$ cat src/rtl/mem_arb_pkg.sv
// mem_arb_pkg: shared definitions for the instruction/data memory arbiter.
//   arb_state_e      - arbiter FSM state encoding
//   SIZE_*           - access size codes carried on d_size / m_size
//   NOP_INSN         - instruction returned to fetch when its access times out
//   TIMEOUT_DEFAULT  - default wait budget, in BUSY cycles
//   cnt_width()      - bits needed for a counter that reaches limit-1
package mem_arb_pkg;

    typedef enum logic [1:0] {
        ST_IDLE    = 2'd0,
        ST_BUSY_IF = 2'd1,
        ST_BUSY_D  = 2'd2,
        ST_RESP    = 2'd3
    } arb_state_e;

    localparam logic [1:0] SIZE_BYTE = 2'b00;
    localparam logic [1:0] SIZE_HALF = 2'b01;
    localparam logic [1:0] SIZE_WORD = 2'b10;
    localparam logic [1:0] SIZE_RSVD = 2'b11;

    localparam logic [31:0] NOP_INSN = 32'h0000_0013;

    localparam int unsigned TIMEOUT_DEFAULT = 16;

    function automatic int unsigned cnt_width(input int unsigned limit);
        return (limit <= 2) ? 1 : $clog2(limit);
    endfunction

endpackage

$ cat src/rtl/wait_timer.sv
// wait_timer: counts cycles spent waiting on memory.
//   clk, rst  - clock, synchronous active-high reset
//   clr_i     - return count to zero (takes priority over en_i)
//   en_i      - advance the count by one this cycle
//   tc_o      - count has reached LIMIT-1; the count holds there
module wait_timer
    import mem_arb_pkg::*;
#(
    parameter int unsigned LIMIT = TIMEOUT_DEFAULT
) (
    input  logic clk,
    input  logic rst,
    input  logic clr_i,
    input  logic en_i,
    output logic tc_o
);

    localparam int unsigned   W      = cnt_width(LIMIT);
    localparam logic [W-1:0]  TC_VAL = W'(LIMIT - 1);

    logic [W-1:0] cnt_q;
    logic [W-1:0] cnt_d;

    always_comb begin
        cnt_d = cnt_q;
        if (clr_i) begin
            cnt_d = '0;
        end else if (en_i && !tc_o) begin
            cnt_d = cnt_q + 1'b1;
        end
    end

    always_ff @(posedge clk) begin
        if (rst) begin
            cnt_q <= '0;
        end else begin
            cnt_q <= cnt_d;
        end
    end

    assign tc_o = (cnt_q == TC_VAL);

endmodule

$ cat src/rtl/mem_arbiter.sv
// mem_arbiter: shares one memory port between instruction fetch and the
// data (load/store) stage, one access outstanding at a time.
//   clk, rst                 - clock, synchronous active-high reset
//   if_req/if_addr           - fetch request (held until if_ack)
//   if_rdata/if_ack          - fetched word, one-cycle completion pulse
//   d_req/d_we/d_size/d_addr/d_wdata - data request (held until d_ack)
//   d_rdata/d_ack/d_err      - load data, completion pulse, timeout/bad-size
//   m_req/m_we/m_size/m_addr/m_wdata - memory request and attributes
//   m_rdata/m_ready          - memory read data, completion handshake
//   stall_fetch/stall_pipe   - requester waiting on its ack
//
//   state      | meaning
//   -----------+---------------------------------------------------------
//   ST_IDLE    | no access; arbitrate and latch the winner's attributes
//   ST_BUSY_IF | fetch access on the memory port, waiting for m_ready
//   ST_BUSY_D  | data access on the memory port, waiting for m_ready
//   ST_RESP    | one-cycle ack to the granted requester, no new grant
module mem_arbiter
    import mem_arb_pkg::*;
#(
    parameter int unsigned TIMEOUT = TIMEOUT_DEFAULT
) (
    input  logic        clk,
    input  logic        rst,
    input  logic        if_req,
    input  logic [31:0] if_addr,
    output logic [31:0] if_rdata,
    output logic        if_ack,
    input  logic        d_req,
    input  logic        d_we,
    input  logic [1:0]  d_size,
    input  logic [31:0] d_addr,
    input  logic [31:0] d_wdata,
    output logic [31:0] d_rdata,
    output logic        d_ack,
    output logic        d_err,
    output logic        m_req,
    output logic        m_we,
    output logic [1:0]  m_size,
    output logic [31:0] m_addr,
    output logic [31:0] m_wdata,
    input  logic [31:0] m_rdata,
    input  logic        m_ready,
    output logic        stall_fetch,
    output logic        stall_pipe
);

    arb_state_e  state_q, state_d;
    logic [31:0] addr_q, addr_d;
    logic [31:0] wdata_q, wdata_d;
    logic [1:0]  size_q, size_d;
    logic        we_q, we_d;
    logic        gnt_data_q, gnt_data_d;    // owner of the current access
    logic        last_data_q, last_data_d;  // last grant went to data
    logic [31:0] resp_q, resp_d;
    logic        err_q, err_d;

    logic busy;
    logic grant_data;
    logic timer_tc;

    assign busy = (state_q == ST_BUSY_IF) || (state_q == ST_BUSY_D);

    // Data has priority in a conflict, except straight after a data grant,
    // so a stream of loads/stores cannot starve fetch.
    assign grant_data = d_req && (!if_req || !last_data_q);

    wait_timer #(
        .LIMIT (TIMEOUT)
    ) u_wait_timer (
        .clk   (clk),
        .rst   (rst),
        .clr_i (state_q == ST_IDLE),
        .en_i  (busy && !m_ready),
        .tc_o  (timer_tc)
    );

    always_comb begin
        state_d     = state_q;
        addr_d      = addr_q;
        wdata_d     = wdata_q;
        size_d      = size_q;
        we_d        = we_q;
        gnt_data_d  = gnt_data_q;
        last_data_d = last_data_q;
        resp_d      = resp_q;
        err_d       = err_q;

        case (state_q)
            ST_IDLE: begin
                if (grant_data) begin
                    addr_d      = d_addr;
                    wdata_d     = d_wdata;
                    size_d      = d_size;
                    we_d        = d_we;
                    gnt_data_d  = 1'b1;
                    last_data_d = 1'b1;
                    err_d       = 1'b0;
                    if (d_size == SIZE_RSVD) begin
                        // Reserved size never reaches memory.
                        resp_d  = '0;
                        err_d   = 1'b1;
                        state_d = ST_RESP;
                    end else begin
                        state_d = ST_BUSY_D;
                    end
                end else if (if_req) begin
                    addr_d      = if_addr;
                    wdata_d     = '0;
                    size_d      = SIZE_WORD;
                    we_d        = 1'b0;
                    gnt_data_d  = 1'b0;
                    last_data_d = 1'b0;
                    err_d       = 1'b0;
                    state_d     = ST_BUSY_IF;
                end
            end
            ST_BUSY_IF, ST_BUSY_D: begin
                // A ready arriving on the last allowed cycle still completes.
                if (m_ready) begin
                    resp_d  = we_q ? 32'h0 : m_rdata;
                    err_d   = 1'b0;
                    state_d = ST_RESP;
                end else if (timer_tc) begin
                    // Fetch gets a NOP so the pipeline keeps moving.
                    resp_d  = gnt_data_q ? 32'h0 : NOP_INSN;
                    err_d   = gnt_data_q;
                    state_d = ST_RESP;
                end
            end
            ST_RESP: begin
                state_d = ST_IDLE;
            end
            default: begin
                state_d = ST_IDLE;
            end
        endcase
    end

    always_ff @(posedge clk) begin
        if (rst) begin
            state_q     <= ST_IDLE;
            addr_q      <= '0;
            wdata_q     <= '0;
            size_q      <= SIZE_WORD;
            we_q        <= 1'b0;
            gnt_data_q  <= 1'b0;
            last_data_q <= 1'b0;
            resp_q      <= '0;
            err_q       <= 1'b0;
        end else begin
            state_q     <= state_d;
            addr_q      <= addr_d;
            wdata_q     <= wdata_d;
            size_q      <= size_d;
            we_q        <= we_d;
            gnt_data_q  <= gnt_data_d;
            last_data_q <= last_data_d;
            resp_q      <= resp_d;
            err_q       <= err_d;
        end
    end

    assign m_req   = busy;
    assign m_we    = busy && we_q;
    assign m_size  = size_q;
    assign m_addr  = addr_q;
    assign m_wdata = wdata_q;

    assign if_ack   = (state_q == ST_RESP) && !gnt_data_q;
    assign d_ack    = (state_q == ST_RESP) && gnt_data_q;
    assign d_err    = d_ack && err_q;
    assign if_rdata = resp_q;
    assign d_rdata  = resp_q;

    assign stall_fetch = if_req && !if_ack;
    assign stall_pipe  = d_req && !d_ack;

endmodule

$ cat config.mk
export PLATFORM = sky130hd
export DESIGN_NAME = mem_arbiter
export DESIGN_NICKNAME = d
export VERILOG_FILES = /design/src/rtl/mem_arb_pkg.sv /design/src/rtl/wait_timer.sv /design/src/rtl/mem_arbiter.sv
export SDC_FILE = /design/constraint.sdc
export NUM_CORES = 1
export LEC_CHECK = 0
export BUFFER_PORTS_ARGS = -buffer_cell sky130_fd_sc_hd__buf_4
export CAP_MARGIN = 30
export CORE_UTILIZATION = 44
export DETAILED_ROUTE_END_ITERATION = 10
export PLACE_DENSITY = 0.81
export SKIP_LAST_GASP = 1
export SLEW_MARGIN = 20
export SYNTH_ARGS = -nofsm -noshare
export SYNTH_HDL_FRONTEND = slang
export SYNTH_SLANG_ARGS = --single-unit
$ cat constraint.sdc
create_clock -name clk -period 2.3 [get_ports clk]
set_input_delay 0.23 -clock clk [delete_from_list [all_inputs] [get_ports clk]]
set_output_delay 0.23 -clock clk [all_outputs]
set_load 0.02 [all_outputs]
## Word-level counts from Yosys, hierarchy flattened

Index checks and enable logic that the tools add are counted.

- Register bits: 107
- Bits of input ports: 136
- Output and inout port bits: 137
- Logic and storage cells: 72

- Add/subtract/negate cells: 1
- Equality and inequality tests: 9
- Multiplexer cells: 27
- Reductions and logical operators: 26

Operators by type and width:

| operator | number |
|---|---|
| $mux W32 | 9 |
| $pmux W32 S2 | 1 |
| $mux W2 | 6 |
| $logic_and A1 B1 Y1 | 9 |
| $mux W1 | 8 |
| $eq A2 B2 Y1 const B | 3 |
| $logic_not A1 Y1 | 6 |
| $pmux W2 S3 | 1 |
| $mux W5 | 1 |
| $add A4 B1 Y4 const B | 1 |
| $eq A4 B4 Y1 const B | 1 |
| $ne A2 B2 Y1 const B | 2 |
| $reduce_and A2 Y1 | 2 |
| $reduce_and A4 Y1 | 1 |
| $reduce_bool A2 Y1 | 2 |
| $reduce_or A2 Y1 | 2 |
| $ne A3 B2 Y1 const B | 1 |
| $ne A3 B3 Y1 const B | 1 |
| $reduce_and A3 Y1 | 1 |
| $eq A2 B1 Y1 const B | 1 |
| $logic_not A2 Y1 | 1 |
| $logic_or A1 B1 Y1 | 2 |
| $pmux W1 S2 | 1 |

## Depth between registers and ports, before layout

- Depth in word-level cells: 5
- Gate-level depth with buffers: 9
- Mapped depth without buffers: 6

## By module

A second synthesis with hierarchy kept.

- Cell total of the unflattened synthesis: 473
- Area total of the unflattened synthesis: 4330.4 um^2

Modules (own cells, without submodules):

| module | times used | cells each | area each (um^2) | seq. area each (um^2) |
|---|---|---|---|---|
| mem_arbiter | 1 | 451 | 4119.0 | 2062.0 |
| wait_timer | 1 | 22 | 211.5 | 80.1 |

## Worst setup path before layout

No wires, ideal clock.

- Path type: register -> register
- Start: reg state_q[0]
- End: reg resp_q[4], in the netlist d_rdata[4]
- Library setup time: 123 ps
- Arrival: 1859 ps
- Data required time: 2177 ps
- Setup slack: 318 ps
- Stages on the path, launching flop included: 9
- Buffers on the path: 2
- Clock period less this slack: 1982 ps
- Cell sequence: dfxtp_1 > inv_1 > ha_1 > buf_2 > and2b_1 > nand2_2 > nand2_2 > buf_6 > mux2_1

- Word-level cells in the longest chain between the ends: 4
- Elaborated cells between the ends (all ways): 10
- Those cells by class: 5 x eq/ne; 1 x mux; 4 x reduce/logical

RTL lines:

| item | RTL line | RTL |
|---|---|---|
| start: declaration | mem_arbiter.sv:48 | `arb_state_e state_q, state_d;` |
| start signal: assignment | mem_arbiter.sv:152 | `state_q <= state_d;` |
| $eq A2 B1 Y1 / $eq A2 B2 Y1 (equally long branches) | mem_arbiter.sv:89 | `case (state_q)` |
| $reduce_or A2 Y1 | mem_arbiter.sv:89 |  |
| $ne A3 B2 Y1 (no line) / $reduce_bool A2 Y1 (equally long branches) | -- |  |
| $reduce_and A4 Y1 (no line) | -- |  |
| end signal: assignment | mem_arbiter.sv:159 | `resp_q <= resp_d;` |
| end: declaration | mem_arbiter.sv:55 | `logic [31:0] resp_q, resp_d;` |

Several ways; a longest one is shown, not always the timed one.
A chain may end at the register's enable or synchronous reset.

## Final worst setup path

- Start: reg state_q[0]
- End: reg resp_q[12], in the netlist d_rdata[12]

The elaborated chain is that of the path after synthesis.

==> flow_summary.ini <==
[job]
maxCapViolations = 0

[power]
ir_worst_vdd_v = 0.0005938
leakage_nw = 3.328
power_density_mw_per_mm2 = 1021
finalPower_w = 0.006938

[yosys]
yosys.area_share.xor_xnor = 0.003697
synth_nets = 639
yosys_warnings = 0
ys_types = 37
synth-edff-count = 0
postSynth.topFlopCell = dfxtp_1
synth-seq-cells = 107
synthAdderAreaFrac = 0.01056
syn_inst = 499
postSynth.asyncResetShare = 0
synth_top_family_by_area = simple AND/OR/NAND/NOR gates
synthMuxAreaShare = 0.1423
synth-compound-area-share = 0.1291
netlist_area_mm2 = 0.004738
yosysSeqAreaShare = 0.4521
yosys.area_share.simple = 0.1600
avgSynthCellArea_um2 = 9.496

[cts]
root_buffer = clkbuf_8
cts_setup_buffers = 0
cts.sinks = 107
hold_buffers = 0
htreeDepth = 3
clk_path_buf_depth = 2
cts_buffers = 9
cts.clk_slew.worst_paths_ns = 0.11
cts_tree = built
cts_resized = 0
clk_latency_ns = 0.36

[worst_setup_path]
r2r_slack_ns = 0.30
critPathSlowestCell = dfxtp_1
worstPathMaxFanout = 22
cp.arrival_ns = 2.27
r2r_cells = 7
start_kind = flip-flop
critPathBufInv = 2
cp.required_ns = 2.57
crit_chain = inv_1, ha_1, nor2b_1, a41o_1, nand2_2, buf_12, mux2i_1
worstSetupPathType = reg2reg
r2r-end = d_rdata[12]$_SDFFE_PP0P_
endpoint_kind = flip-flop
timing.rr.start = state_q[0]$_SDFFE_PP0P_
slowest_delay_ns = 0.38
crit_family = simple AND/OR/NAND/NOR gates

[detailed_routing]
via_per_inst = 5.072
wire_per_inst_um = 15.32
drc_errors = 0
vias = 4377
drtPass1Iterations = 4
first_iter_violations = 186
ant_nets = 0
wl_um = 13220

[floorplan]
initial_utilization = 0.4569
ios = 273
core_mm2 = 0.01037
rows = 37
die_h_um = 105.8
dieWidth_um = 105.8
die-area_mm2 = 0.01119

[finish]
syn2layout_area_growth_pct = 43.46
utilization = 0.6555
num-nets-final = 862
n_antenna_cell = 0
drive_gt1_frac = 0.4223
fin_cells = 863

[grt]
use_met2 = 0.4197
grt_pass1_vias = 4292
grt_usage = 0.2320
grt_pass1_wl_um = 20560
met1_usage = 0.2603
grt_max_degree = 58
met3_usage = 0.05937
overflow = 0
top_usage_layer = met2
antenna_found_initial = 0

[timing]
setup_viol = 0
fmax_ghz = 0.5005
max_slew_margin = 0.6275
drv_slew = 0
hold_viol_final = 0
fin_setup_tns_ns = 0
period_needed_ns = 1.998
period_share = 0.8688
rsz0062_at_grt = false
worstMarginPinSlew_ns = 0.5587
finClkSkew_ns = 0.01243

[place]
gp_congestion = 0.7959
place_hpwl_um = 10010
dp.cells = 847
portBuffers = 272

[min_path]
hold_class = in2reg
min_to = m_wdata[10]$_SDFFE_PP0P_
whs_path_depth = 3
hold_path.startpoint = d_wdata[10]

[run_status]
status = completed
-- power breakdown --
part / internal (W) / switching [W] / total, W / leakage, nW
clock: 0.000546 / 0.000655 / 0.00120 / 0.108
combinational: 0.00142 / 0.00185 / 0.00327 / 2.34
sequential: 0.00223 / 0.000239 / 0.00247 / 0.876
-- sequential cells by signal, indices dropped and copies added, names as in the netlist --
name and flops:
last_data_q 1, m_size 2, err_q 1, state_q 2, m_addr 32, u_wait_timer.cnt_q 4
d_rdata 32, m_wdata 32, we_q 1
-- cell type report --
cell class                 instances  area [um2]
tap                              136       170.2
sequential                       107        2142
clock buffer                      10       137.6
inverter                           3       11.26
fill                             851        3572
timing repair buffer             282        2142
clock inverter                     6       70.07
multi-input combinational        319        2125
-- worst register-to-register path, stage by stage, from the launching register on --
cell,delay (ns)
dfxtp_1,0.38
inv_1,0.08
ha_1,0.34
nor2b_1,0.15
a41o_1,0.22
nand2_2,0.29
buf_12,0.25
mux2i_1,0.23
-- placed cells by master, fill, tap and decap left out, drive strengths merged, types with 4 or more instances in the layout --
cell,n
inv,6
nor2b,7
nand2b,31
mux2i,64
nor3,4
a211oi,35
clkbuf,10
nand2,35
a21oi,6
nor2,73
buf,282
ha,4
a22oi,34
dfxtp,107
-- cells in the mapped netlist, types with 3 or more instances --
cell	count	area share
mux2i_1	64	0.14
nand2b_1	31	0.041
ha_1	4	0.011
nor3_1	3	0.0032
a22oi_1	34	0.054
nor2_1	73	0.058
nor2b_1	7	0.0092
buf_6	8	0.019
dfxtp_1	107	0.45
clkbuf_1	13	0.010
a211oi_1	35	0.055
buf_2	12	0.013
and2_1	3	0.0040
a21oi_1	6	0.0063
nand2_1	33	0.026
nand3b_1	3	0.0048
buf_4	36	0.057
inv_1	3	0.0024
-- layer usage --
metal	wire, um	up-vias	share of wire
li1	-	2130	-
met1	5101	2042	0.39
met2	6863	184	0.52
met3	908	21	0.069
met4	344	0	0.026
met5	0	-	0
-- kinds of logic after synthesis --
kind of cell	count (synthesis)
and+or+nand+nor	163
buffers and inverters	73
xor gates and xnor gates	2
adders and majority gates	4
muxes	67
AOI/OAI and AO/OA	83
DFF	107
-- metrics by stage --
step                instance area, um2  setup WS (ns)  hold WS [ns]
finish                            6798         0.3018        0.1157
global route                      6798         0.1268       0.09304
CTS                               6798         0.2955       0.09706
detailed placement                6590         0.3124        0.4732
global placement                  6590         0.4437        0.4651
floorplan                         4738         0.3179        0.3688
-- worst max path at each step --
stage	from	end	slack, ns	depth (start not counted)
6_report	state_q[0]$_SDFFE_PP0P_	d_rdata[12]$_SDFFE_PP0P_	0.30	7
3_5_place_dp	state_q[0]$_SDFFE_PP0P_	d_rdata[7]$_SDFFE_PP0P_	0.31	7
3_3_place_gp	state_q[0]$_SDFFE_PP0P_	d_rdata[22]$_SDFFE_PP0P_	0.44	7
4_1_cts	state_q[0]$_SDFFE_PP0P_	d_rdata[7]$_SDFFE_PP0P_	0.30	7
2_1_floorplan	state_q[0]$_SDFFE_PP0P_	d_rdata[4]$_SDFFE_PP0P_	0.32	8
5_1_grt	state_q[1]$_SDFFE_PP0P_	d_rdata[12]$_SDFFE_PP0P_	0.13	7
Note: power is estimated with default switching activity, not from simulation.
